**config.mk**
```make
export PLATFORM = sky130hd
export DESIGN_NAME = sipo_deser
export DESIGN_NICKNAME = d
export VERILOG_FILES = /design/src/rtl/sipo_deser_pkg.sv /design/src/rtl/sipo_deser.sv
export SDC_FILE = /design/constraint.sdc
export NUM_CORES = 1
export LEC_CHECK = 0
export CAP_MARGIN = 20
export CORE_ASPECT_RATIO = 0.75
export CORE_MARGIN = 3
export CORE_UTILIZATION = 25
export CTS_BUF_LIST = sky130_fd_sc_hd__clkbuf_2 sky130_fd_sc_hd__clkbuf_4 sky130_fd_sc_hd__clkbuf_8
export DETAILED_ROUTE_END_ITERATION = 6
export SYNTH_ARGS = -nofsm -noshare
export SYNTH_HDL_FRONTEND = slang
export SYNTH_SLANG_ARGS = --single-unit
```
**constraint.sdc**
```tcl
create_clock -name clk -period 1.65 [get_ports clk]
set_input_delay 0.33 -clock clk [delete_from_list [all_inputs] [get_ports clk]]
set_output_delay 0.33 -clock clk [all_outputs]
set_load 0.005 [all_outputs]
```
**src/rtl/sipo_deser_pkg.sv**
```systemverilog
// Shared definitions for the sipo_deser serial-in parallel-out deserializer:
// FSM state encoding and bit-counter sizing.
package sipo_deser_pkg;

    typedef enum logic [0:0] {
        COLLECT = 1'b0,
        HOLD    = 1'b1
    } state_e;

    // Wide enough for 0..WIDTH, which covers the extra parity-bit slot.
    function automatic int cnt_width(input int width);
        return $clog2(width + 1);
    endfunction

endpackage

```
**src/rtl/sipo_deser.sv**
```systemverilog
// Serial-in parallel-out deserializer with a one-word output slot and a hold stage.
// Define SIPO_DESER_PARITY_EN to expect an even-parity bit after each word and to add the parity_err output.
//
// state   | meaning
// --------+------------------------------------------------------------
// COLLECT | accepting serial bits (ser_ready=1)
// HOLD    | full word parked in the shift register while par_out is busy
module sipo_deser
    import sipo_deser_pkg::*;
#(
    parameter int WIDTH     = 4,
    parameter bit MSB_FIRST = 1'b1
) (
    input  logic             clk,
    input  logic             rst,
    input  logic             ser_in,
    input  logic             ser_valid,
    output logic             ser_ready,
    output logic [WIDTH-1:0] par_out,
    output logic             par_valid,
    input  logic             par_ready
`ifdef SIPO_DESER_PARITY_EN
    ,
    output logic             parity_err
`endif
);

    localparam int CW = cnt_width(WIDTH);
`ifdef SIPO_DESER_PARITY_EN
    localparam int LAST_INT = WIDTH;
`else
    localparam int LAST_INT = WIDTH - 1;
`endif
    localparam logic [CW-1:0] CNT_LAST  = CW'(LAST_INT);
    localparam logic [0:0]    S_COLLECT = COLLECT;
    localparam logic [0:0]    S_HOLD    = HOLD;

    logic [0:0]       state;
    logic [CW-1:0]    cnt;
    logic [WIDTH-1:0] shift_q;
    logic [WIDTH-1:0] shift_nxt;
    logic             bit_acc;
    logic             data_bit;
    logic             word_done;
    logic             xfer;
    logic             slot_free;
    logic             in_collect;
    logic             load_now;
    logic             hold_now;
    logic             drain_now;

    assign bit_acc    = ser_valid & ser_ready;
    assign xfer       = par_valid & par_ready;
    assign slot_free  = ~par_valid | xfer;
    assign in_collect = (state == S_COLLECT);
    assign word_done  = bit_acc & (cnt == CNT_LAST);
    assign load_now   = in_collect & word_done & slot_free;
    assign hold_now   = in_collect & word_done & ~slot_free;
    assign drain_now  = ~in_collect & xfer;

    // The parity slot sits one past the last data bit and never enters the word.
`ifdef SIPO_DESER_PARITY_EN
    assign data_bit = (cnt != CW'(WIDTH));
`else
    assign data_bit = 1'b1;
`endif

    always_comb begin
        shift_nxt = shift_q;
        if (bit_acc && data_bit) begin
            if (MSB_FIRST) shift_nxt = {shift_q[WIDTH-2:0], ser_in};
            else           shift_nxt = {ser_in, shift_q[WIDTH-1:1]};
        end
    end

    always_ff @(posedge clk or posedge rst) begin
        if (rst) begin
            state     <= S_COLLECT;
            cnt       <= '0;
            shift_q   <= '0;
            par_out   <= '0;
            par_valid <= 1'b0;
            ser_ready <= 1'b1;
        end else begin
            if (bit_acc) begin
                shift_q <= shift_nxt;
                cnt     <= word_done ? '0 : cnt + CW'(1);
            end

            if (load_now) begin
                par_out   <= shift_nxt;
                par_valid <= 1'b1;
            end else if (drain_now) begin
                par_out   <= shift_q;
            end else if (xfer) begin
                par_valid <= 1'b0;
            end

            if (hold_now) begin
                state     <= S_HOLD;
                ser_ready <= 1'b0;
            end else if (drain_now) begin
                state     <= S_COLLECT;
                ser_ready <= 1'b1;
            end
        end
    end

`ifdef SIPO_DESER_PARITY_EN
    logic word_par;
    logic perr_hold;

    assign word_par = (^shift_nxt) ^ ser_in;

    // A parked word keeps its parity result until it moves into par_out.
    always_ff @(posedge clk or posedge rst) begin
        if (rst) begin
            parity_err <= 1'b0;
            perr_hold  <= 1'b0;
        end else begin
            if (load_now)       parity_err <= word_par;
            else if (drain_now) parity_err <= perr_hold;
            if (hold_now)       perr_hold  <= word_par;
        end
    end
`endif

endmodule

```
==> flow_summary_export.csv, run 1 <==
group,metric,value,unit
outcome,outcome,"complete, no violations",
final_layout,multiInputGateArea,257.7,sq um
logic_synthesis,mappedNetlistArea,628.1,sq um
pwr,power.static_leakage,0.4125,nW
worst_setup_path,worstSetupPathType,"flip-flop to primary output",
worst_setup_path,worst-path-buf-inv,1,
worst_setup_path,worst-r2r-cell-count,4,
final_layout,layoutNonFillerInstCount,105,
worst_setup_path,worstSetupEndpointType,"primary output",
final_layout,layout.filler_cells,243,
floorplan,row_count,15,
detailed_routing,drc_viols,0,
placed_design,portBuffers,10,
sta,report.final.slew_viol_count,0,
worst_setup_path,timing.reg2reg.setup_slack,0.12,ns
floorplan,ios,11,
detailed_routing,drt_pass1_iterations,5,
logic_synthesis,cell_type_with_the_largest_total_area_after_synthesis,"sky130_fd_sc_hd__dfrtp_1",
floorplan,initial_core_util,26.77,%
sta,final.setup.worst_slack,0.08759,ns
grt,groute.usage.overall,8.070,%
final_layout,ff_latch_area,351.6,sq um
sta,portion_of_the_clock_cycle_consumed_by_the_worst_path_in_the_final_layout,94.69,%
final_layout,flow.area_growth_from_synthesis,36.65,%
logic_synthesis,postSynthNetCount,56,
placed_design,numPlacedInstances,100,
worst_setup_path,reg2reg_to,"par_out[3]",
logic_synthesis,synthesis.instances,50,
grt,grt_overflow,0,
detailed_routing,vias,445,
logic_synthesis,synth_area_per_cell,12.56,sq um
clock_network,cts_made_buffers,3,
worst_setup_path,critical_path_required,1.32,ns
sta,timing.slew.headroom,63.16,%
detailed_routing,initialDrtViolationCount,15,
worst_setup_path,crit_slowest_cell,"sky130_fd_sc_hd__clkdlybuf4s50_1",
detailed_routing,route.detailed.vias_per_inst,4.238,
sta,max_slew.worst_pin.slew,0.5520,ns
floorplan,fp.coreArea,2346,sq um
clock_network,cts.path.max_buffers,2,
detailed_routing,finalWirelength,1231,um
grt,antenna_found_initial,0,
sta,timing.final.setup_violations,0,
worst_setup_path,cpPeakStageDelay,0.53,ns
detailed_routing,detail-route-antenna-nets,0,
sta,timing.final.crit_period,1.562,ns
clock_network,clk_tree_root_cell,"sky130_fd_sc_hd__clkbuf_4",
final_layout,number_of_antenna_diodes,0,
detailed_routing,wl_per_cell,11.72,um
sta,unrepaired_setup_endpoints_after_global_routing,"no",
placed_design,dp_hpwl,915.5,um
clock_network,worstSkewPairLatency,0.28,ns
final_layout,layout_nets,78,
pwr,max-vdd-ir-drop,0.4518,mV
worst_setup_path,cp.arrival,1.23,ns
logic_synthesis,post_synthesis_sequential_area_ratio,55.98,%
worst_hold_path,worst_hold_path_type,"input pin to async pin",
floorplan,dieWidth,63.88,um
worst_setup_path,cp-start-kind,"flip-flop",
floorplan,dieArea,3156,sq um
logic_synthesis,synth_top_cell_area_share,51.79,%
placed_design,finalWeightedCongestion,0.6822,
sta,fmax,640.0,MHz
logic_synthesis,netlist_top_cells_area,"sky130_fd_sc_hd__dfrtp_1 (52%), sky130_fd_sc_hd__mux2_4 (7.2%), sky130_fd_sc_hd__mux2_2 (5.4%), sky130_fd_sc_hd__a221o_1 (4.8%), sky130_fd_sc_hd__dfstp_2 (4.2%)",
logic_synthesis,synth.ff_latch_count,14,
clock_network,clkSlewWorstSetupHoldPaths,0.09,ns
placed_design,preCtsSetupSlack,-0.08175,ns
worst_setup_path,beginning_of_the_worst_register_to_register_path,"ser_ready",
worst_setup_path,critical_path.max_fanout,6,
clock_network,cts_tree,"yes",
grt,grt_start_max_net_pins,15,
pwr,power_density,712.1,nW/um^2
clock_network,clock_sinks,14,
clock_network,cts.htree.levels,1,
floorplan,floorplan.die.height,49.41,um
logic_synthesis,netlist-cell-type-count,19,
worst_setup_path,critPathTopFamily,"buffers and inverters",
grt,global_route_wire_length_before_repair,1904,um
pwr,finalPower,0.6112,mW
worst_setup_path,path_cells,"clkdlybuf4s50_1",
job,maxCapViolations,0,
sta,hold_viol_final,0,
sta,clock-skew-final,0.002026,ns
grt,first_global_vias,408,
final_layout,drive_above_1_share,30.99,%
logic_synthesis,ys.warnings.count,0,
[kinds of logic (layout without fill, tap and decap cells)]
| logic type | Yosys count | in the layout | synth area share (%) |
|---|---|---|---|
| flip-flops | 14 | 14 | 55.98 |
| AO/OA/AOI/OAI | 12 | 12 | 13.35 |
| AND/OR/NAND/NOR | 12 | 12 | 13.15 |
| multiplexers | 6 | 6 | 12.55 |
| buffers and inverters | 5 | 26 | 2.988 |
| adder cells (fa/ha/maj) | 1 | 1 | 1.992 |
[cell usage after synthesis, drive strengths merged]
cell type	instances
o22a	1
nand2b	1
and2	3
a221o	3
and3	2
nand2	5
o21ai	3
dfstp	1
a21o	1
dfrtp	13
mux2	6
inv	5
ha	1
and4b	1
a31oi	2
a21oi	2
[through the flow]
| stage | TNS, ns | util (%) | cell area, sq um | hold WS [ns] |
|---|---|---|---|---|
| global placement | -0.1400 | 34.77 | 815.8 | 0.4665 |
| finish | 0 | 36.59 | 858.3 | 0.3901 |
| floorplan | 0 | - | 628.1 | 0.2185 |
| CTS | 0 | 36.59 | 858.3 | 0.4092 |
| global route | 0 | 36.59 | 858.3 | 0.4247 |
| detailed placement | -0.1877 | 34.77 | 815.8 | 0.4718 |
[sequential cells by signal, summed over array words and instances, names as in the netlist]
register	count
par_valid	1
cnt	3
shift_q	4
state	1
ser_ready	1
par_out	4
[how the worst max path moves through the flow]
stage / start / endpoint / slack, ns / cells past startpoint
final: par_valid / par_valid / 0.09 / 1
after global routing: par_valid / par_valid / 0.005 / 1
after CTS: par_valid / par_valid / 0.07 / 1
after detailed placement: par_ready / par_out[3] / -0.08 / 4
after global placement: par_ready / par_out[3] / -0.07 / 4
after floorplan: ser_ready / par_out[3] / 0.23 / 3
[power breakdown]
group / total (mW) / switching (mW) / internal [mW] / leakage (nW)
clock: 0.247 / 0.113 / 0.134 / 0.0210
sequential: 0.343 / 0 / 0.343 / 0.187
combinational: 0.0209 / 0.0104 / 0.0105 / 0.205
total: 0.611 / 0.124 / 0.488 / 0.413
[area by class of cell]
type	count	share of cell area [%]
Multi-Input combinational cell	31	30.03
Tap cell	34	4.956
Sequential cell	14	40.96
Clock buffer	4	4.227
Timing Repair Buffer	17	17.64
Inverter	5	2.187
[repair_timing]
action                                  CTS  global route
gates resized for setup                   1             0
endpoints found under the setup margin    1             0
hold buffers                              0             0
setup buffers                             1             0
[per-layer routing]
layer	wire length [um]	GRT usage (%)	vias up
li1	-	-	222
met1	669	12.62	204
met2	427	9.262	19
met3	134	5.300	0
met4	0	0	0
met5	0	0	-
[cells in the final DEF, fill, tap and decap left out, types with 2 or more instances in the layout]
| cell type | n |
|---|---|
| sky130_fd_sc_hd__inv_1 | 5 |
| sky130_fd_sc_hd__a31oi_1 | 2 |
| sky130_fd_sc_hd__buf_4 | 7 |
| sky130_fd_sc_hd__clkdlybuf4s50_1 | 9 |
| sky130_fd_sc_hd__mux2_4 | 3 |
| sky130_fd_sc_hd__dfrtp_1 | 13 |
| sky130_fd_sc_hd__and3_4 | 2 |
| sky130_fd_sc_hd__and2_1 | 3 |
| sky130_fd_sc_hd__o21ai_1 | 2 |
| sky130_fd_sc_hd__a221o_1 | 3 |
| sky130_fd_sc_hd__mux2_2 | 3 |
| sky130_fd_sc_hd__a21oi_1 | 2 |
| sky130_fd_sc_hd__clkbuf_4 | 3 |
| sky130_fd_sc_hd__nand2_1 | 4 |
Note: power is estimated with default switching activity, not from simulation.
==> run 2: changes to the inputs <==
--- a/config.mk
+++ b/config.mk
@@ -7,7 +7,6 @@
 export LEC_CHECK = 0
 export CAP_MARGIN = 20
 export CORE_ASPECT_RATIO = 0.75
-export CORE_MARGIN = 3
 export CORE_UTILIZATION = 25
 export CTS_BUF_LIST = sky130_fd_sc_hd__clkbuf_2 sky130_fd_sc_hd__clkbuf_4 sky130_fd_sc_hd__clkbuf_8
 export DETAILED_ROUTE_END_ITERATION = 6
==> run 2 against run 1 <==
  * Setup slack better by 0.015 ns
  * Non-clock buffer count is 1 higher
  * Clock power hardly changed
  * Design area is 0.87% higher
  * Sequential cell count stayed put
  * Critical path depth stayed put
  * Cell count is 0.95% higher
  * Clock skew is 0.0090 ns higher
  * Sequential share of layout area is 0.36 points lower
  * Sequential power hardly changed
  * Fmax is 0.97% higher
  * Via count is 0.67% higher
==> flow_summary_export.csv, run 2 (synthesis results as in run 1) <==
group,metric,value,unit
outcome,outcome,"complete, no violations",
placed_design,numPlacedInstances,101,
clock_network,clk_tree_root_cell,"sky130_fd_sc_hd__clkbuf_4",
grt,groute.usage.overall,10.81,%
worst_setup_path,crit_slowest_cell,"sky130_fd_sc_hd__clkdlybuf4s50_1",
worst_setup_path,cpPeakStageDelay,0.53,ns
placed_design,finalWeightedCongestion,0.6838,
sta,final.setup.worst_slack,0.1025,ns
worst_setup_path,cp.arrival,1.22,ns
detailed_routing,wl_per_cell,11.25,um
sta,hold_viol_final,0,
floorplan,floorplan.die.height,45.41,um
worst_setup_path,cp-start-kind,"flip-flop",
final_layout,layout_nets,79,
worst_setup_path,setup.worst_path.start,"par_valid",
sta,fmax,646.2,MHz
worst_setup_path,crit_end,"par_valid",
final_layout,layout.filler_cells,239,
final_layout,drive_above_1_share,31.94,%
worst_setup_path,crit_cells,1,
grt,first_global_vias,440,
floorplan,initial_core_util,26.77,%
pwr,power_density,704.7,nW/um^2
floorplan,dieWidth,59.88,um
sta,clock-skew-final,0.01103,ns
worst_setup_path,critical_path_required,1.32,ns
clock_network,cts_made_buffers,3,
worst_hold_path,worst_hold_path_type,"input pin to async pin",
final_layout,multiInputGateArea,257.7,sq um
grt,grt_start_max_net_pins,15,
worst_setup_path,worst-path-buf-inv,1,
detailed_routing,vias,448,
clock_network,worstSkewPairLatency,0.28,ns
job,maxCapViolations,0,
worst_setup_path,reg2reg_to,"par_out[3]",
clock_network,cts_tree,"yes",
floorplan,dieArea,2719,sq um
sta,timing.final.setup_violations,0,
sta,portion_of_the_clock_cycle_consumed_by_the_worst_path_in_the_final_layout,93.79,%
final_layout,leading_cell_type_in_the_layout_fill_and_taps_excluded,"sky130_fd_sc_hd__dfrtp_1",
final_layout,number_of_antenna_diodes,0,
pwr,power.static_leakage,0.4173,nW
worst_setup_path,worstSetupEndpointType,"primary output",
worst_setup_path,beginning_of_the_worst_register_to_register_path,"ser_ready",
sta,max_slew.worst_pin.slew,0.5332,ns
pwr,finalPower,0.6102,mW
worst_setup_path,timing.reg2reg.setup_slack,0.13,ns
sta,report.final.slew_viol_count,0,
clock_network,cts.path.max_buffers,2,
detailed_routing,initialDrtViolationCount,9,
grt,antenna_found_initial,0,
clock_network,clkSlewWorstSetupHoldPaths,0.09,ns
clock_network,cts.htree.levels,1,
worst_setup_path,critPathTopFamily,"buffers and inverters",
worst_setup_path,critical_path.max_fanout,6,
worst_setup_path,worstSetupPathType,"flip-flop to primary output",
grt,grt_overflow,0,
sta,timing.slew.headroom,64.41,%
final_layout,largestRegisters,"par_out (4), shift_q (4), cnt (3)",
detailed_routing,detail-route-antenna-nets,0,
detailed_routing,finalWirelength,1193,um
pwr,max-vdd-ir-drop,0.2589,mV
worst_setup_path,worst-r2r-cell-count,4,
floorplan,ios,11,
final_layout,ff_latch_area,351.6,sq um
detailed_routing,drc_viols,0,
detailed_routing,drt_pass1_iterations,4,
worst_setup_path,path_cells,"clkdlybuf4s50_1",
placed_design,preCtsSetupSlack,-0.05709,ns
floorplan,fp.coreArea,2346,sq um
final_layout,layout.cells.most_common_list,"sky130_fd_sc_hd__dfrtp_1 (13), sky130_fd_sc_hd__clkdlybuf4s50_1 (9), sky130_fd_sc_hd__buf_4 (8)",
sta,fin_hold_ws,0.3817,ns
clock_network,clock_sinks,14,
sta,unrepaired_setup_endpoints_after_global_routing,"no",
placed_design,portBuffers,10,
final_layout,flow.area_growth_from_synthesis,37.85,%
final_layout,layoutNonFillerInstCount,106,
placed_design,dp_hpwl,905,um
grt,global_route_wire_length_before_repair,2021,um
detailed_routing,route.detailed.vias_per_inst,4.226,
sta,timing.final.crit_period,1.547,ns
floorplan,row_count,15,
==> run 2: metrics by stage <==
step	util, %	TNS (ns)	cell area, sq um
detailed placement	35.09	-0.05709	823.3
global route	36.91	0	865.8
global placement	35.09	-0.05534	823.3
floorplan	-	0	628.1
CTS	36.91	0	865.8
finish	36.91	0	865.8
==> run 2: cell type report <==
cell class                 instances  share of cell area [%]
timing repair buffer              18                   18.35
tap                               34                   4.913
multi-input combinational         31                   29.77
sequential                        14                   40.61
inverter                           5                   2.168
clock buffer                       4                   4.191
==> run 2: timing repair <==
action	in CTS	in global routing
gates resized for setup	1	0
endpoints found under the setup margin	1	0
endpoints found under the hold margin	0	0
hold buffers	0	0
buffers inserted	1	0
==> run 2: worst min-delay path by stage <==
stage,to,slack (ns),start,cells past startpoint
floorplan,cnt[0],0.22,rst,1
global placement,cnt[0],0.47,cnt[0],1
detailed placement,cnt[0],0.48,cnt[0],1
CTS,cnt[2],0.40,rst,2
global route,cnt[0],0.43,rst,2
finish,cnt[0],0.38,rst,2
==> run 2: worst register-to-register path, delay by kind of cell (launching register included) <==
family / cells / cell delay [ns]
simple gates: 2 / 0.46
mux: 1 / 0.29
buf+inv: 1 / 0.12
flops: 1 / 0.54
==> run 2: where the power goes <==
group | total [mW] | internal (mW) | switching [mW]
sequential | 0.343 | 0.343 | 0
combinational | 0.0224 | 0.0119 | 0.0104
clock | 0.245 | 0.134 | 0.111
==> run 2: layer usage <==
layer	wire, um	vias to the layer above	GRT usage [%]
li1	-	226	-
met1	610	211	13.35
met2	504	9	15.33
met3	66	2	6.534
met4	11	0	4.186
met5	0	-	0
==> run 3: changes to the inputs <==
--- a/config.mk
+++ b/config.mk
@@ -13,3 +13,4 @@
 export SYNTH_ARGS = -nofsm -noshare
 export SYNTH_HDL_FRONTEND = slang
 export SYNTH_SLANG_ARGS = --single-unit
+export TNS_END_PERCENT = 20
==> results of run 3 <==
Same layout as run 2: the final DEF is identical, and so are final timing and power.
